## src/rtl/pe_ctrl.sv

```systemverilog
// pe_ctrl: sequences weight/activation loads into a conv PE, runs one
// compute per output row and hands each partial sum to a consumer.
module pe_ctrl #(
  parameter int DATA_BITWIDTH = 16,
  parameter int KERNEL_SIZE = 3,
  parameter int ACT_SIZE = 5,
  parameter int NUM_OUT = ACT_SIZE - KERNEL_SIZE + 1
) (
  input  logic clk,
  input  logic reset,
  input  logic run,
  input  logic abort,
  output logic busy,
  output logic done,
  input  logic wght_valid,
  output logic wght_ready,
  input  logic [DATA_BITWIDTH-1:0] wght_data,
  input  logic act_valid,
  output logic act_ready,
  input  logic [DATA_BITWIDTH-1:0] act_data,
  output logic pe_load_en_wght,
  output logic pe_load_en_act,
  output logic pe_start,
  output logic [DATA_BITWIDTH-1:0] pe_filt_in,
  output logic [DATA_BITWIDTH-1:0] pe_act_in,
  input  logic pe_load_done,
  input  logic pe_compute_done,
  input  logic [DATA_BITWIDTH-1:0] pe_out,
  output logic psum_valid,
  input  logic psum_ready,
  output logic [DATA_BITWIDTH-1:0] psum_data,
  output logic [1:0] psum_idx
);

  localparam int NWORDS = ACT_SIZE * ACT_SIZE;
  localparam int CW = $clog2(NWORDS + 1);
  localparam int RW = $clog2(NUM_OUT + 1);
  localparam logic [CW-1:0] W_LAST = CW'(KERNEL_SIZE * KERNEL_SIZE - 1);
  localparam logic [CW-1:0] A_LAST = CW'(NWORDS - 1);
  localparam logic [CW-1:0] WRAP_LAST = CW'(2);
  localparam logic [RW-1:0] ROW_LAST = RW'(NUM_OUT - 1);

  typedef enum logic [3:0] {
    IDLE, COL_W, BURST_W, WAIT_WL,
    COL_A, BURST_A, WAIT_AL, START,
    WAIT_CD, OUT, WRAP, DONE
  } state_t;

  state_t state, state_nxt;
  logic [CW-1:0] count;
  logic [RW-1:0] row;
  logic [DATA_BITWIDTH-1:0] mem [NWORDS];
  logic cd_q;
  logic cd_rise;
  logic w_fire;
  logic a_fire;

  assign cd_rise = pe_compute_done && !cd_q;
  assign w_fire = wght_valid && wght_ready;
  assign a_fire = act_valid && act_ready;

  always_ff @(posedge clk) begin
    if (reset) state <= IDLE;
    else state <= state_nxt;
  end

  always_comb begin
    state_nxt = state;
    if (abort) begin
      state_nxt = IDLE;
    end else begin
      unique case (state)
        IDLE:    if (run) state_nxt = COL_W;
        COL_W:   if (w_fire && count == W_LAST) state_nxt = BURST_W;
        BURST_W: if (count == W_LAST) state_nxt = WAIT_WL;
        WAIT_WL: if (pe_load_done) state_nxt = COL_A;
        COL_A:   if (a_fire && count == A_LAST) state_nxt = BURST_A;
        BURST_A: if (count == A_LAST) state_nxt = WAIT_AL;
        WAIT_AL: if (pe_load_done) state_nxt = START;
        START:   state_nxt = WAIT_CD;
        WAIT_CD: if (cd_rise) state_nxt = OUT;
        OUT: begin
          if (psum_ready)
            state_nxt = (row == ROW_LAST) ? WRAP : START;
        end
        WRAP:    if (count == WRAP_LAST) state_nxt = DONE;
        DONE:    state_nxt = IDLE;
        default: state_nxt = IDLE;
      endcase
    end
  end

  always_comb begin
    busy = 1'b0;
    done = 1'b0;
    wght_ready = 1'b0;
    act_ready = 1'b0;
    pe_load_en_wght = 1'b0;
    pe_load_en_act = 1'b0;
    pe_start = 1'b0;
    pe_filt_in = '0;
    pe_act_in = '0;
    psum_valid = 1'b0;
    unique case (state)
      IDLE: ;
      COL_W: begin
        busy = 1'b1;
        wght_ready = 1'b1;
      end
      BURST_W: begin
        busy = 1'b1;
        pe_load_en_wght = (count == '0);
        pe_filt_in = mem[count];
      end
      COL_A: begin
        busy = 1'b1;
        act_ready = 1'b1;
      end
      BURST_A: begin
        busy = 1'b1;
        pe_load_en_act = (count == '0);
        pe_act_in = mem[count];
      end
      START: begin
        busy = 1'b1;
        pe_start = 1'b1;
      end
      OUT: begin
        busy = 1'b1;
        psum_valid = 1'b1;
      end
      WRAP: begin
        busy = 1'b1;
        pe_start = (count == '0);
      end
      DONE: done = 1'b1;
      default: busy = (state != IDLE);
    endcase
  end

  // count serves collect, burst and wrap phases; each phase leaves it at 0
  always_ff @(posedge clk) begin
    if (reset) begin
      count <= '0;
      row <= '0;
      cd_q <= 1'b0;
      psum_data <= '0;
      psum_idx <= '0;
    end else begin
      cd_q <= pe_compute_done;
      if (abort) begin
        count <= '0;
        row <= '0;
      end else begin
        unique case (state)
          IDLE: begin
            if (run) begin
              count <= '0;
              row <= '0;
            end
          end
          COL_W: begin
            if (w_fire)
              count <= (count == W_LAST) ? '0 : count + 1'b1;
          end
          BURST_W: count <= (count == W_LAST) ? '0 : count + 1'b1;
          COL_A: begin
            if (a_fire)
              count <= (count == A_LAST) ? '0 : count + 1'b1;
          end
          BURST_A: count <= (count == A_LAST) ? '0 : count + 1'b1;
          WAIT_AL: if (pe_load_done) row <= '0;
          WAIT_CD: begin
            if (cd_rise) begin
              psum_data <= pe_out;
              psum_idx <= 2'(row);
            end
          end
          OUT: if (psum_ready) row <= row + 1'b1;
          WRAP: count <= (count == WRAP_LAST) ? '0 : count + 1'b1;
          DONE: count <= '0;
          default: ;
        endcase
      end
    end
  end

  // one buffer, reused: weights first, then overwritten by activations
  always_ff @(posedge clk) begin
    if (w_fire) mem[count] <= wght_data;
    else if (a_fire) mem[count] <= act_data;
  end

endmodule

```

## config.mk

```make
export PLATFORM = sky130hd
export DESIGN_NAME = pe_ctrl
export DESIGN_NICKNAME = d
export VERILOG_FILES = /design/src/rtl/pe_ctrl.sv
export SDC_FILE = /design/constraint.sdc
export NUM_CORES = 1
export LEC_CHECK = 0
export ABC_AREA = 1
export BUFFER_PORTS_ARGS = -buffer_cell sky130_fd_sc_hd__buf_2
export CORE_MARGIN = 3
export CORE_UTILIZATION = 38
export DETAILED_ROUTE_END_ITERATION = 7
export PLACE_DENSITY_LB_ADDON = 0.05
export RECOVER_POWER = 25
export REMOVE_ABC_BUFFERS = 1
export SLEW_MARGIN = 0
export SYNTH_ARGS = -nofsm -noshare
export SYNTH_HDL_FRONTEND = slang
export SYNTH_SLANG_ARGS = --single-unit
export TNS_END_PERCENT = 1
```

## constraint.sdc

```tcl
create_clock -name clk -period 2.85 [get_ports clk]
set_clock_uncertainty 0.1 [all_clocks]
set_input_delay 0.1425 -clock clk [delete_from_list [all_inputs] [get_ports clk]]
set_output_delay 0.1425 -clock clk [all_outputs]
set_load 0.01 [all_outputs]
```

==> impl_results.md, run 1 <==
* Count leader, synth: nand2_1
* P_sw at 4720 uW
* Switch share at 29.2%
* Arrival time at the worst endpoint at 2.41 ns
* Starting density of the core at 38.7%
* RePlAce Congestion at 0.866
* Cell Area, Synth at 0.0186 sq mm
* Initial antenna violation count at 0
* Final Cycle Share at 93.1%
* Critical path capture point type: output pin
* Met3 wire length at 2000 microns
* Post-synth top area cell: edfxtp_1
* Worst-path clk slew at 0.06 ns
* I/O Pins at 115
* Antenna diodes at 0
* Slew Viols, Final at 0
* Mapped Cells at 1758
* Post-synthesis cell type count at 32
* Hold path depth at 2
* Yosys reg bits at 435
* Dominant synthesized flop cell: edfxtp_1
* Post-DP HPWL at 30000 microns
* Post-layout net count at 1985
* Reg-to-Reg End: mem[7][5]$_DFFE_PP_
* Clk buf depth at 3
* Synth top cells by count: 490 x nand2_1, 400 x edfxtp_1, 252 x nand3_1
* Final WL at 50400 microns
* H-Tree Depth at 2
* Worst-path fanout max at 72
* Share of post-route cells with drive strength above 1 at 13.8%
* Number of port buffers at 114
* Crit start category: flop
* Seq pwr share at 45.4%
* WS Path Type: reg2out
* Global-route wire length before repair at 75300 microns
* Die area at 0.0516 sq mm
* Largest net degree at the start of global routing at 144
* Pre-CTS setup slack at 0.524 ns
* Synthesized area per cell at 10.6 sq um
* Worst R2R Setup Slack at 0.21 ns
* Register area at 0.0127 sq mm
* Clk pwr share at 35.8%
* Dominant cells by area after synthesis: edfxtp_1 65%, nand2_1 9.9%, nand3_1 6.8%
* Die H at 227 microns
* Max Cap Viol at 0
* Fillers at 4521
* Rows at 80
* Post-synthesis async set-or-reset flop share at 0%
* Max layer used: met4
* Final setup vio count at 0
* Clk root buf: clkbuf_16
* Hold endpoint: mem[9][11]$_DFFE_PP_
* Area Overhead vs Synth at 17.8%
* Setup TNS at 0 ns
* Number of synthesized flops with an enable pin at 400
* Relative slew slack at 39.6%
* First drt pass iteration count at 5
* Overflow after GRT at 0
* Multi-input logic area at 0.00505 sq mm
* Slew @ Worst Pin at 0.906 ns
* Core Area at 0.0480 sq mm
* Die Wd at 227 microns
* Worst skew pair latency at 0.58 ns
* Worst reg2reg path depth at 7
* P_leak at 0.00849 uW
* Register area share after synthesis at 68.4%
* Cell Pwr Density at 738 mW/mm^2
* Syn. warnings at 0
* DRC viols at 0
* CP required at 2.61 ns
* CTS Buf Count at 49
* Final ANT Viol Nets at 0
* Clock Sinks at 435
* Max Freq at 0.377 GHz
* Min-Delay Startpoint: wght_data[11]
* Combinational Power Share at 18.7%
* HP Class: in2reg
* CTS tree: done
* Min cycle time layout at 2.65 ns
* Worst setup margin at 0.196 ns
* Maximum VDD drop at 0.461 mV
* Hold Fails Final Rpt at 0
* Wirelength per Cell at 19.6 microns
* Outcome: finished clean
* Share of the synthesized area in the top cell type at 64.6%
* Total GRT Usage at 19.4%
* Final Power at 16200 uW
* Pint at 11400 uW
* Number of global-route vias before repair at 12400
* Via count at 12900
* First-iteration detailed-routing DRC count at 778
* Via-per-instance ratio at 5.01
* Routed length on met2 at 24300 microns
* Worst r2r src: state[2]$_SDFFE_PP0P_
* Met1 wire length at 23200 microns
## per-stage QoR
| step | std cells | util (%) | hold WS, ns | area [sq um] |
|---|---|---|---|---|
| final | 2573 | 45.6 | 0.0421 | 21900 |
| after CTS | 2572 | 45.6 | 0.0375 | 21900 |
| after detailed placement | 2447 | 41.8 | 0.270 | 20100 |
| after global placement | 2447 | 41.8 | 0.269 | 20100 |
| after global routing | 2573 | 45.6 | 0.0860 | 21900 |
| after floorplan | 1667 | - | 0.112 | 18200 |
## routing by layer
layer / vias up / global-route usage [%]
met1: 6264 / 26.7
met4: 0 / 4.70
met2: 277 / 32.6
met5: - / 0
li1: 6286 / -
met3: 61 / 3.12
## final cells by class
| cell class | instances | area share [%] |
|---|---|---|
| Timing Repair Buffer | 205 | 6.74 |
| Clock buffer | 64 | 5.95 |
| Sequential cell | 435 | 58.1 |
| Clock inverter | 22 | 0.611 |
| Inverter | 114 | 2.01 |
| Multi-Input combinational cell | 1118 | 23.1 |
| Tap cell | 615 | 3.51 |
## how the worst max path moves through the flow
stage,startpoint,endpoint,slack (ns),cells past startpoint
2_1_floorplan,flop,pe_act_in[5],-4.52,8
3_3_place_gp,state[0]$_SDFFE_PP0P_,mem[1][7]$_DFFE_PP_,0.52,9
3_5_place_dp,state[0]$_SDFFE_PP0P_,mem[1][7]$_DFFE_PP_,0.52,9
4_1_cts,flop,pe_filt_in[14],0.05,10
5_1_grt,flop,pe_filt_in[14],-0.0002,11
6_report,flop,pe_filt_in[10],0.20,10
## power groups by stage
stage / clock [uW] / combinational, uW / sequential [uW]
after floorplan: 0 / 1840 / 7570
after global placement: 0 / 3020 / 7460
after detailed placement: 0 / 3020 / 7470
after CTS: 5930 / 3090 / 7330
after global routing: 6180 / 3400 / 7350
final: 5790 / 3030 / 7340
## kinds of logic (layout without fill, tap and decap cells)
| group | count (synthesis) | after routing | synth area share, % |
|---|---|---|---|
| multiplexers | 16 | 16 | 1.17 |
| adder cells (fa/ha/maj) | 5 | 5 | 0.336 |
| AND/OR/NAND/NOR | 977 | 977 | 22.0 |
| buffers and inverters | 205 | 405 | 4.65 |
| AO/OA/AOI/OAI | 120 | 120 | 3.47 |
| flip-flops | 435 | 435 | 68.4 |
## layout by cell type, fill, tap and decap left out, types with 34 or more instances in the layout
master / instances
a21oi_1: 41
buf_2: 94
buf_4: 38
clkbuf_1: 34
clkbuf_16: 50
dlygate4sd3_1: 39
edfxtp_1: 400
inv_1: 108
nand2_1: 493
nand3_1: 252
nor2_1: 186
o21ai_0: 60
## what timing repair did
action	CTS	global route
buffers inserted	0	0
endpoints found under the setup margin	0	32
hold endpoints to repair	31	0
hold buffers	39	0
resized for setup	0	8
## registers in the layout, indices dropped and copies added, names as in the netlist, named ones only
signal,count
state,4
cd_q,1
mem,400
row,2
psum_idx,2
count,5
psum_data,16
## critical path, cell delays in order, from the launching register on
cell and delay [ns]:
dfxtp_4 0.48, buf_16 0.32, nor2_1 0.09, nor2_1 0.08
o21ai_0 0.14, nand3_1 0.12, nand3_1 0.14, nand2_1 0.10
nand2_1 0.07, nor2_1 0.09, buf_2 0.14
Power figures use the tool's default switching activity.
==> run 2, diff against run 1 <==
--- a/config.mk
+++ b/config.mk
@@ -9,7 +9,9 @@
 export BUFFER_PORTS_ARGS = -buffer_cell sky130_fd_sc_hd__buf_2
 export CORE_MARGIN = 3
 export CORE_UTILIZATION = 38
+export CTS_CLUSTER_DIAMETER = 80
 export DETAILED_ROUTE_END_ITERATION = 7
+export HOLD_SLACK_MARGIN = 0.05
 export PLACE_DENSITY_LB_ADDON = 0.05
 export RECOVER_POWER = 25
 export REMOVE_ABC_BUFFERS = 1
==> constraint.sdc (replaced) <==
create_clock -name clk -period 2.85 [get_ports clk]
set_clock_uncertainty 0.1 [all_clocks]
set_input_delay 0.285 -clock clk [delete_from_list [all_inputs] [get_ports clk]]
set_output_delay 0.285 -clock clk [all_outputs]
set_load 0.01 [all_outputs]
==> impl_results.md, run 2 (synthesis results as in run 1) <==
* Reg-to-Reg End: mem[6][0]$_DFFE_PP_
* H-Tree Depth at 2 (unchanged)
* Total GRT Usage at 19.8% (+0.36 points)
* DRC viols at 0 (unchanged)
* CTS tree: done
* Seq pwr share at 44.6% (-0.8 points)
* P_leak at 0.00861 uW (+1.4%)
* Buf/Inv on CP at 3 (+1)
* HP Class: in2reg
* Combinational Power Share at 18.9% (+0.2 points)
* Via-per-instance ratio at 5.04 (+0.66%)
* Worst skew pair latency at 0.58 ns (about the same)
* Min cycle time layout at 2.72 ns (+0.0617 ns)
* Clock Sinks at 435 (unchanged)
* Number of global-route vias before repair at 12700 (+2.1%)
* Fillers at 4523 (+0.044%)
* First drt pass iteration count at 4 (-1)
* Via count at 13000 (+1.2%)
* Maximum VDD drop at 0.400 mV (-13%)
* Multi-input logic area at 0.00507 sq mm (+0.30%)
* Pint at 11700 uW (+2.1%)
* Wirelength per Cell at 19.8 microns (+1.1%)
* Most common cell after layout, fill and taps aside: nand2_1
* Arrival time at the worst endpoint at 2.33 ns (-0.08 ns)
* Hold path depth at 7 (+5)
* Post-DP HPWL at 29600 microns (-1.2%)
* Pre-CTS setup slack at 0.514 ns (-0.00997 ns)
* Critical path capture point type: output pin
* Final WL at 51300 microns (+1.6%)
* Max Cap Viol at 0 (unchanged)
* WS Path Type: reg2out
* Register area at 0.0127 sq mm (unchanged)
* Slew Viols, Final at 0 (unchanged)
* I/O Pins at 115 (unchanged)
* Die area at 0.0516 sq mm (unchanged)
* Die H at 227 microns (unchanged)
* Initial antenna violation count at 0 (unchanged)
* Share of post-route cells with drive strength above 1 at 15.3% (+1.5 points)
* Relative slew slack at 43.8% (+4.2 points)
* Min-Delay Startpoint: psum_ready
* Clk pwr share at 36.5% (+0.7 points)
* Worst-path fanout max at 40 (-44%)
* RePlAce Congestion at 0.847 (-2.2%)
* CP top delay family: simple AND/OR/NAND/NOR gates
* Clk buf depth at 3 (unchanged)
* Crit path cell chain: buf_4 -> buf_16 -> or2_2 -> nand3_1 -> nand3_1 -> nand3_1 -> nand3_1 -> nand2_1 -> nor2_1 -> buf_2
* Die Wd at 227 microns (unchanged)
* CTS Buf Count at 49 (unchanged)
* Finished Core Util at 46.0% (+0.45 points)
* Max FFs per register at 400 (unchanged)
* Worst-path clk slew at 0.06 ns (about the same)
* Top Registers: mem x400, psum_data x16, count x5
* CP required at 2.47 ns (-0.14 ns)
* Global-route wire length before repair at 76900 microns (+2.1%)
* Outcome: finished clean
* First-iteration detailed-routing DRC count at 746 (-4.1%)
* Starting density of the core at 38.7% (unchanged)
* Commonest non-fill, non-tap cells in the layout: 489 x nand2_1, 400 x edfxtp_1, 252 x nand3_1
* Overflow after GRT at 0 (unchanged)
* Worst reg2reg path depth at 7 (unchanged)
* Worst r2r src: state[2]$_SDFFE_PP0P_
* Crit start category: flop
* Cell Pwr Density at 744 mW/mm^2 (+0.78%)
* Antenna diodes at 0 (unchanged)
* Slew @ Worst Pin at 0.844 ns (-0.0623 ns)
* Register with the most flip-flops: mem
* Core Area at 0.0480 sq mm (unchanged)
* Largest net degree at the start of global routing at 80 (-44%)
* Final Cycle Share at 95.3% (+2.2 points)
* Number of port buffers at 114 (unchanged)
* Area Overhead vs Synth at 18.9%
* Switch share at 29.0% (-0.21 points)
* Worst R2R Setup Slack at 0.24 ns (+0.03 ns)
* Hold Fails Final Rpt at 0 (unchanged)
* WHS at 0.0964 ns (+0.0543 ns)
* Final setup vio count at 0 (unchanged)
* Most used cell, CP: nand3_1
* Final ANT Viol Nets at 0 (unchanged)
* Rows at 80 (unchanged)
* Max incr delay on CP at 0.39 ns (-0.09 ns)
* Slowest cell on the critical path: dfxtp_4
* Clk root buf: clkbuf_16
* Worst setup margin at 0.134 ns (-0.0617 ns)
* Hold endpoint: row[1]$_SDFFE_PP0P_
* Post-layout net count at 1995 (+0.50%)
* P_sw at 4770 uW (+1.1%)
* Max Freq at 0.368 GHz (-2.3%)
==> run 2: cell types whose count changed in the layout (fill, tap and decap cells not counted), sizes merged <==
cell | before | now
buf | 144 | 153
clkinv | 18 | 25
inv | 117 | 113
clkbuf | 86 | 89
dlygate4sd3 | 39 | 36
bufinv | 1 | 2
==> run 2: tightest hold or removal path: stages <==
cell	delay, ns
buf_2	0.09
inv_1	0.04
nand2_1	0.07
nand2_1	0.06
inv_1	0.06
nand3_1	0.06
a21oi_1	0.06
==> run 2: what timing repair did <==
item,CTS,global route
hold buffers,36,0
pin swaps,0,0
buffers inserted,2,7
resized for setup,10,14
gates cloned,1,3
endpoints found under the setup margin,32,32
hold endpoints to repair,24,0
==> run 2: final cells by class <==
type / count / share of cell area [%]
multi-input combinational: 1118 / 22.9
tap: 615 / 3.48
sequential: 435 / 57.5
clock inverter: 25 / 0.786
clock buffer: 64 / 6.04
timing repair inverter: 1 / 0.0396
inverter: 114 / 2.03
timing repair buffer: 214 / 7.19
==> run 2: layer usage <==
layer  up-vias  track usage [%]  routed length (microns)
li1       6313                -                        -
met1      6389             27.3                    23700
met2       266             32.5                    24300
met3        70             2.79                     1990
met4         0             6.40                     1300
met5         -                0                        0
==> run 2: metrics by stage <==
stage / TNS, ns / power [uW] / std cells / cell area (sq um)
3_3_place_gp: 0 / 10400 / 2448 / 20100
2_1_floorplan: -141.73 / 9410 / 1667 / 18200
6_report: 0 / 16400 / 2586 / 22100
3_5_place_dp: 0 / 10400 / 2448 / 20100
5_1_grt: -0.00258 / 17200 / 2586 / 22100
4_1_cts: -0.0227 / 16600 / 2576 / 22000
==> run 2: worst max path at each step <==
stage                          startpoint                    to  slack, ns  cells past startpoint
floorplan                            flop          pe_act_in[5]      -4.66                      8
global placement    state[0]$_SDFFE_PP0P_   mem[9][7]$_DFFE_PP_       0.54                      9
detailed placement  state[0]$_SDFFE_PP0P_  mem[9][10]$_DFFE_PP_       0.51                      9
CTS                                  flop          pe_act_in[4]      -0.01                     11
global route                         flop         pe_act_in[14]     -0.002                     11
finish                               flop          pe_act_in[9]       0.13                     10
==> run 2: power groups by stage <==
stage	Sequential, uW	Clock [uW]	Combinational [uW]
2_1_floorplan	7570	0	1840
4_1_cts	7350	6150	3060
5_1_grt	7350	6380	3480
3_3_place_gp	7480	0	2960
6_report	7340	6000	3100
3_5_place_dp	7480	0	2970
